File: config.mk
export PLATFORM = sky130hd
export DESIGN_NAME = mul_seq_ctrl
export DESIGN_NICKNAME = d
export VERILOG_FILES = /design/src/rtl/mul_pkg.sv /design/src/rtl/mul_seq_datapath.sv /design/src/rtl/mul_seq_ctrl.sv
export SDC_FILE = /design/constraint.sdc
export NUM_CORES = 1
export LEC_CHECK = 0
export ABC_AREA = 1
export CAP_MARGIN = 5
export CORE_AREA = 2 2 159 161
export DETAILED_ROUTE_END_ITERATION = 10
export DIE_AREA = 0 0 161 163
export GPL_TIMING_DRIVEN = 1
export SETUP_SLACK_MARGIN = 0.2
export SYNTH_ARGS = -nofsm -noshare
export SYNTH_HDL_FRONTEND = slang
export SYNTH_HIERARCHICAL = 1
export SYNTH_SLANG_ARGS = --single-unit
export TNS_END_PERCENT = 100
File: constraint.sdc
create_clock -name clk -period 4.2 [get_ports clk]
set_input_delay 1.26 -clock clk [delete_from_list [all_inputs] [get_ports clk]]
set_output_delay 1.26 -clock clk [all_outputs]
set_load 0.03 [all_outputs]
File: src/rtl/mul_pkg.sv
// Shared types and default sizing for the sequential shift-add multiplier.
// Optional feature macro used by this slice: MUL_EARLY_EXIT_EN.
package mul_pkg;

    // Default operand width; the product is twice this wide.
    localparam int unsigned MUL_WIDTH = 16;

    // Step counter width for the default operand width.
    localparam int unsigned MUL_CNT_W = $clog2(MUL_WIDTH + 1);

    typedef enum logic [1:0] {
        StIdle = 2'd0,
        StRun  = 2'd1,
        StDone = 2'd2
    } mul_state_e;

endpackage

File: src/rtl/mul_seq_datapath.sv
// Shift-add datapath: holds the accumulator, the multiplicand and the multiplier.
// It loads a fresh operand pair on load_i and performs one add/shift step on step_i.
module mul_seq_datapath
    import mul_pkg::*;
#(
    parameter int unsigned WIDTH = MUL_WIDTH
) (
    input  logic               clk_i,
    input  logic               rst_i,
    input  logic               load_i,
    input  logic               step_i,
    input  logic [WIDTH-1:0]   a_i,
    input  logic [WIDTH-1:0]   b_i,
    output logic [2*WIDTH-1:0] acc_o,
    output logic               mplier_zero_next_o
);

    logic [2*WIDTH-1:0] acc_q;
    logic [2*WIDTH-1:0] mcand_q;
    logic [WIDTH-1:0]   mplier_q;

    // Load the operands, or add the shifted multiplicand when the current multiplier bit is set.
    always_ff @(posedge clk_i or posedge rst_i) begin
        if (rst_i) begin
            acc_q    <= '0;
            mcand_q  <= '0;
            mplier_q <= '0;
        end else if (load_i) begin
            acc_q    <= '0;
            mcand_q  <= {{WIDTH{1'b0}}, a_i};
            mplier_q <= b_i;
        end else if (step_i) begin
            if (mplier_q[0]) begin
                acc_q <= acc_q + mcand_q;
            end
            mcand_q  <= mcand_q << 1;
            mplier_q <= mplier_q >> 1;
        end
    end

    // The remaining multiplier bits are all zero after this step, so later steps would add nothing.
    always_comb begin
        mplier_zero_next_o = (mplier_q[WIDTH-1:1] == '0);
    end

    assign acc_o = acc_q;

endmodule

File: src/rtl/mul_seq_ctrl.sv
// Iterative 16x16 shift-add multiply controller with valid/ready handshakes on both sides.
// Optional feature: define MUL_EARLY_EXIT_EN to end the run once the multiplier runs out of
// set bits (and skip the run entirely for b == 0). Results are identical either way.
module mul_seq_ctrl
    import mul_pkg::*;
#(
    parameter int unsigned WIDTH = MUL_WIDTH
) (
    input  logic             clk,
    input  logic             rst,
    input  logic             in_valid,
    output logic             in_ready,
    input  logic [WIDTH-1:0] a,
    input  logic [WIDTH-1:0] b,
    output logic             out_valid,
    input  logic             out_ready,
    output logic [WIDTH-1:0] l_m,
    output logic [WIDTH-1:0] r_m,
    output logic             busy
);

    localparam int unsigned CntW = $clog2(WIDTH + 1);

    mul_state_e         state_q;
    logic [CntW-1:0]    count_q;
    logic               in_ready_q;
    logic               out_valid_q;
    logic               busy_q;

    logic               load;
    logic               step;
    logic               last_step;
    logic               mplier_zero_next;
    logic [2*WIDTH-1:0] acc;

    assign load = in_valid & (state_q == StIdle);
    assign step = (state_q == StRun);

`ifdef MUL_EARLY_EXIT_EN
    assign last_step = (count_q == CntW'(WIDTH - 1)) | mplier_zero_next;
`else
    logic unused_mplier_zero_next;
    assign unused_mplier_zero_next = mplier_zero_next;
    assign last_step = (count_q == CntW'(WIDTH - 1));
`endif

    mul_seq_datapath #(
        .WIDTH (WIDTH)
    ) u_datapath (
        .clk_i              (clk),
        .rst_i              (rst),
        .load_i             (load),
        .step_i             (step),
        .a_i                (a),
        .b_i                (b),
        .acc_o              (acc),
        .mplier_zero_next_o (mplier_zero_next)
    );

    // Sequencing FSM with registered handshake and status outputs.
    always_ff @(posedge clk or posedge rst) begin
        if (rst) begin
            state_q     <= StIdle;
            count_q     <= '0;
            in_ready_q  <= 1'b1;
            out_valid_q <= 1'b0;
            busy_q      <= 1'b0;
        end else begin
            unique case (state_q)
                StIdle: begin
                    if (in_valid) begin
                        count_q    <= '0;
                        in_ready_q <= 1'b0;
`ifdef MUL_EARLY_EXIT_EN
                        if (b == '0) begin
                            // Product is already known to be zero; acc is cleared by the load.
                            state_q     <= StDone;
                            out_valid_q <= 1'b1;
                        end else begin
                            state_q <= StRun;
                            busy_q  <= 1'b1;
                        end
`else
                        state_q <= StRun;
                        busy_q  <= 1'b1;
`endif
                    end
                end
                StRun: begin
                    count_q <= count_q + CntW'(1);
                    if (last_step) begin
                        state_q     <= StDone;
                        busy_q      <= 1'b0;
                        out_valid_q <= 1'b1;
                    end
                end
                StDone: begin
                    if (out_ready) begin
                        state_q     <= StIdle;
                        out_valid_q <= 1'b0;
                        in_ready_q  <= 1'b1;
                    end
                end
                default: begin
                    state_q     <= StIdle;
                    in_ready_q  <= 1'b1;
                    out_valid_q <= 1'b0;
                    busy_q      <= 1'b0;
                end
            endcase
        end
    end

    assign in_ready  = in_ready_q;
    assign out_valid = out_valid_q;
    assign busy      = busy_q;
    assign l_m       = acc[WIDTH-1:0];
    assign r_m       = acc[2*WIDTH-1:WIDTH];

endmodule

==> impl_metrics.py <==
metrics = {
    "timing": {
        "post-route-period-util_pct": 81.7,
        "finalSetupTns_ns": 0,
        "finalSetupViolCount": 0,
        "slew_viol_final": 0,
        "fin_worst_skew_ns": 0.0130,
        "fmax_mhz": 291,
        "worst_slew_pin_slew_ns": 1.11,
        "slew_headroom_pct": 25.9,
        "timing.final.crit_period_ns": 3.43,
        "fin_ws_ns": 0.767,
        "hold_viol": 0,
        "grt_setup_unrepaired": "false",
    },
    "min_path": {
        "whs_endpoint": "in_ready",
        "min_from": "in_ready",
        "min_path_type": "reg2reg",
        "hold_depth": 2,
    },
    "run_status": {
        "run_status": "completed",
    },
    "logic_synthesis": {
        "avgSynthCellArea_um2": 6.81,
        "synthesis.area_mm2": 0.00600,
        "syn_nets": 951,
        "yosysWarnings": 6,
        "syn_inst": 881,
    },
    "detailed_routing": {
        "wl_per_cell_um": 13.1,
        "wl_mm": 16.8,
        "vias_per_cell": 4.39,
        "first_pass_iters": 5,
        "drc": 0,
        "first_iter_violations": 368,
        "num_vias": 5629,
        "ant_nets": 0,
    },
    "clock_tree": {
        "postCtsHoldBufs": 0,
        "clkSinkCount": 90,
        "path_clk_slew_ns": 0.07,
        "numCtsBuffers": 9,
        "clkLatencyLatePin_ns": 0.36,
        "post_cts_buffers": 0,
        "h-tree-depth": 3,
        "cts_tree": "yes",
        "cts_resized": 0,
        "cts_root_buf": "clkbuf_16",
        "cts_buffer_depth": 2,
    },
    "place": {
        "port_buffers": 70,
        "dpl.hpwl_mm": 13.0,
        "placed_cells": 1267,
        "post-place-ws_ns": 0.393,
        "place_congestion": 0.902,
    },
    "grt": {
        "gr-total-overflow": 0,
        "grt_pass1_vias": 5436,
        "grt_antenna_before_repair": 0,
        "grt_max_degree": 48,
        "grt_usage_pct": 13.2,
        "met1_usage_pct": 17.0,
        "top_usage_layer": "met2",
        "gr-usage-met3_pct": 3.59,
        "grt_use_met2_pct": 21.5,
        "grt_first_pass_wirelength_mm": 27.3,
    },
    "setup_path": {
        "rrSetupSlack_ns": 1.61,
        "arrival_ns": 3.70,
        "reg2reg_to": "u_datapath/mcand_q[4]",
        "r2r_start": "state_q[0]",
        "critPathCaptureType": "register",
        "path_max_fanout": 36,
        "cp-start-kind": "input pin",
        "required_ns": 4.47,
        "worstSetupPathType": "in2reg",
        "worst-r2r-cell-count": 6,
    },
    "cells_and_area": {
        "multiInputGateArea_mm2": 0.00301,
        "instances_no_fill": 1283,
        "fin_nets": 1018,
        "antennaDiodeCount": 0,
        "area_growth_pct": 22.8,
        "register_area_mm2": 0.00225,
        "n_fill_cell": 2733,
        "fin_util_pct": 29.8,
        "drive_gt1_share_pct": 6.51,
    },
    "die": {
        "initial_utilization_pct": 24.3,
        "die_h_um": 163,
        "core_mm2": 0.0247,
        "num_io_pins": 71,
        "num_rows": 58,
        "die_area_mm2": 0.0262,
        "die_x_um": 161,
    },
    "job": {
        "max-cap-violations": 0,
    },
    "pwr": {
        "vdd_drop_max_uv": 349,
        "leakage_nw": 3.90,
        "p_per_area_mw_per_mm2": 722,
    },
}
[placed cells by master, fill, tap and decap left out, types with 4 or more instances in the layout]
cell,instances
a21oi_1,30
a22oi_1,6
clkbuf_16,9
clkdlybuf4s50_1,70
dfrtp_1,89
ha_1,33
inv_1,157
inv_2,17
inv_6,4
nand2_1,330
nand2_2,9
nand3_1,42
nand3_2,4
nor2_1,47
nor2_2,4
o211ai_1,4
o21ai_0,12
o21ai_1,16
o221ai_1,17
o22ai_1,17
[report_power, final]
group / internal [W] / total [W] / switching, W
clock network: 0.000431 / 0.000823 / 0.000392
logic: 0.00103 / 0.00296 / 0.00192
registers: 0.00124 / 0.00154 / 0.000299
total: 0.00270 / 0.00531 / 0.00261
[worst max-delay path, cell delays in order]
cell and delay (ns):
clkdlybuf4s50_1 0.46, nand2_1 0.14, inv_1 0.23, nor2_1 0.77, inv_2 0.51, o221ai_1 0.32
[how the worst max path moves through the flow]
stage                                   endpoint  depth (start not counted)  slack (ns)     start
after floorplan              u_datapath/acc_o[0]                          1        0.89       rst
after global placement     u_datapath/mcand_q[4]                          6        0.51  in_valid
after detailed placement  u_datapath/mplier_q[7]                          6        0.39  in_valid
after CTS                  u_datapath/mcand_q[6]                          6        0.79  in_valid
after global routing       u_datapath/mcand_q[3]                          6        0.53  in_valid
final                      u_datapath/mcand_q[4]                          6        0.77  in_valid
[per-layer routing]
layer | up-vias | wire length (µm) | part of all wire (%)
li1 | 2907 | - | -
met1 | 2587 | 7850 | 47
met2 | 117 | 7630 | 46
met3 | 18 | 953 | 5.7
met4 | 0 | 320 | 1.9
met5 | - | 0 | 0
[stage by stage]
step | cell area [µm²] | power [W] | hold WS, ns
floorplan | 6000 | 0.00360 | 0.453
global placement | 7070 | 0.00446 | 0.453
detailed placement | 7070 | 0.00451 | 0.455
CTS | 7360 | 0.00536 | 0.469
global route | 7360 | 0.00578 | 0.479
finish | 7360 | 0.00531 | 0.467
[layout make-up]
cell class                      count  share of cell area [%]
Timing Repair Buffer               73                    9.99
Sequential cell                    90                    30.6
Tap cell                          330                    5.61
Clock buffer                       10                    3.24
Inverter                          176                    9.02
Clock inverter                      6                   0.731
Multi-Input combinational cell    598                    40.8
[flip-flops by register name (all words and copies together), names as in the netlist]
name	flops
out_valid	1
in_ready	1
u_datapath/acc_o	32
count_q	5
busy	1
state_q	2
u_datapath/mcand_q	32
u_datapath/mplier_q	16
No activity file was read; power rests on OpenSTA's default activity.
==> RTL change, RTL diff (same settings) <==
Make the reset (`rst` and `rst_i`) synchronous in 2 clocked blocks.
--- a/src/rtl/mul_seq_datapath.sv
+++ b/src/rtl/mul_seq_datapath.sv
@@ -22,3 +22,3 @@
     // Load the operands, or add the shifted multiplicand when the current multiplier bit is set.
-    always_ff @(posedge clk_i or posedge rst_i) begin
+    always_ff @(posedge clk_i) begin
         if (rst_i) begin
--- a/src/rtl/mul_seq_ctrl.sv
+++ b/src/rtl/mul_seq_ctrl.sv
@@ -60,3 +60,3 @@
     // Sequencing FSM with registered handshake and status outputs.
-    always_ff @(posedge clk or posedge rst) begin
+    always_ff @(posedge clk) begin
         if (rst) begin
Check against the original RTL: differs if rst is asserted again (counterexample within 4 cycles, from zero or initial values and one cycle with rst high); with rst held inactive, the same outputs for 4 cycles.
==> RTL change against the original RTL <==
  * Worst setup slack gained 0.66 ns
  * Cell area increased by 1.4%
  * Count of clock-buffer cells in the layout down 1
  * Synthesized area increased by 2.3%
  * Sequential cell count did not move
  * Sequential share of layout area decreased by 6.5 points
  * Via count rose by 5.6%
  * Routed wire length decreased by 0.67%
  * Synthesized cell count grew 13%
  * Die area unchanged
Power is not compared: it rests on default switching activity, and its combinational part moved more than twofold at a synthesized area within 25%.
==> RTL change: results (changes against the original RTL) <==
Parameter                              Value

Status
  Result of the run    finished, final reports clean (unchanged)

Global routing
  Via count of the first global-routing pass    5502 (was 5436)
  Global-route wire length before repair    26900 um (was 27300 um)
  Initial antenna violation count    0 (unchanged)
  Pin count of the biggest net entering global routing    51 (was 48)
  Total global-route track usage    12.8% (was 13.2%)

Place
  Total of buffers placed on input and output ports    70 (unchanged)
  RePlAce Congestion    0.914 (was 0.902)
  Dpl hpwl    13100 um (was 13000 um)

CTS
  Post-CTS Setup Repair Bufs    0 (unchanged)
  Cell chosen for the clock root    clkbuf_16 (unchanged)
  CTS H-Tree Depth    3 (unchanged)
  Deepest clock path buffer count    2 (unchanged)
  Clock transition at the registers of the reported paths    0.07 ns (about the same)
  Clk_lat worst skew    roughly 0.35 ns
  Total clock buffers created by CTS    9 (unchanged)
  # resized after CTS    0 (unchanged)

Cells and area
  Proportion of layout cells with a drive suffix above 1    6.02% (was 6.51%)
  Fillcell total    2747 (was 2733)
  # diodes    0 (unchanged)

Power
  Peak supply drop    0.171 mV
  Leak pwr    3.95 nW

Critical path
  Largest stage delay on the critical path    0.72 ns (was 0.77 ns)
  Arrival time of data at the critical path endpoint    1.51 ns (was 3.70 ns)
  Family with the most delay on the worst path    buffers and inverters (unchanged)
  Cell with the largest stage delay on the worst path    clkdlybuf4s50_1 (was nor2_1)
  Worst-path fanout max    4 (was 36)

Synth
  Post-Synthesis Net Count    1068 (was 951)
  Number of warnings issued by yosys    6 (unchanged)

Drt
  Overall routed net length    16600 um (was 16800 um)
  Vias per inst    4.27 (was 4.39)
  First-pass detailed-route iteration total    5 (unchanged)
  DRC violation total after the first TritonRoute iteration    248 (was 368)

Worst hold path
  Path type of the worst min-delay path    flop to flop (unchanged)

Timing
  Clock Skew    0.00967 ns (was 0.0130 ns)
  Slew margin rel.    40.4% (was 25.9%)
[RTL change: cell types whose count changed in the layout (fill, tap and decap cells not counted), moves of 10 or more]
cell      unedited run  this run
o21ai_1             16         5
inv_2               17         7
inv_1              157       227
nand2_1            330       320
a21oi_1             30        50
xor2_1               1        12
o22ai_1             17         0
dfrtp_1             89         0
dfxtp_1              0        90
o21bai_1             3        16
o21ai_0             12        45
[RTL change: report_power, final]
| group | internal, mW | switching [mW] |
|---|---|---|
| Clock | 0.460 | 0.362 |
| Combinational | 0.108 | 0.163 |
| Sequential | 0.887 | 0.0269 |
[RTL change: worst paths after layout]
kind / from / end / slack (ns) / cells after the start
hold reg to reg: count_q[4] / count_q[4] / 0.46 / 2
setup reg to reg: state_q[0] / u_datapath/acc_o[21] / 1.84 / 7
setup / recovery: u_datapath/acc_o[1] / l_m[1] / 1.43 / 1
hold / removal: count_q[4] / count_q[4] / 0.46 / 2
[RTL change: area by class of cell]
cell class,count,area (um^2),share of cell area (%)
inverters,235,882,11.8
multi-input cells,649,3350,44.9
clock inverters,6,67.6,0.904
well taps,330,413,5.53
clock buffers,9,225,3.01
repair buffers,74,731,9.78
flip-flops and latches,90,1800,24.1
[RTL change: routing by layer]
layer  wire, um  track usage, %
met5          0               0
met4        344            4.26
met3        494            2.29
met2       7730            22.1
met1       8080            16.2
[RTL change: per-stage QoR]
step                cells  setup WS (ns)  area [um^2]
floorplan             998           1.83         6140
finish               1393           1.43         7470
CTS                  1393           1.38         7470
global route         1393           1.32         7470
detailed placement   1378           1.11         7180
global placement     1378           1.14         7180
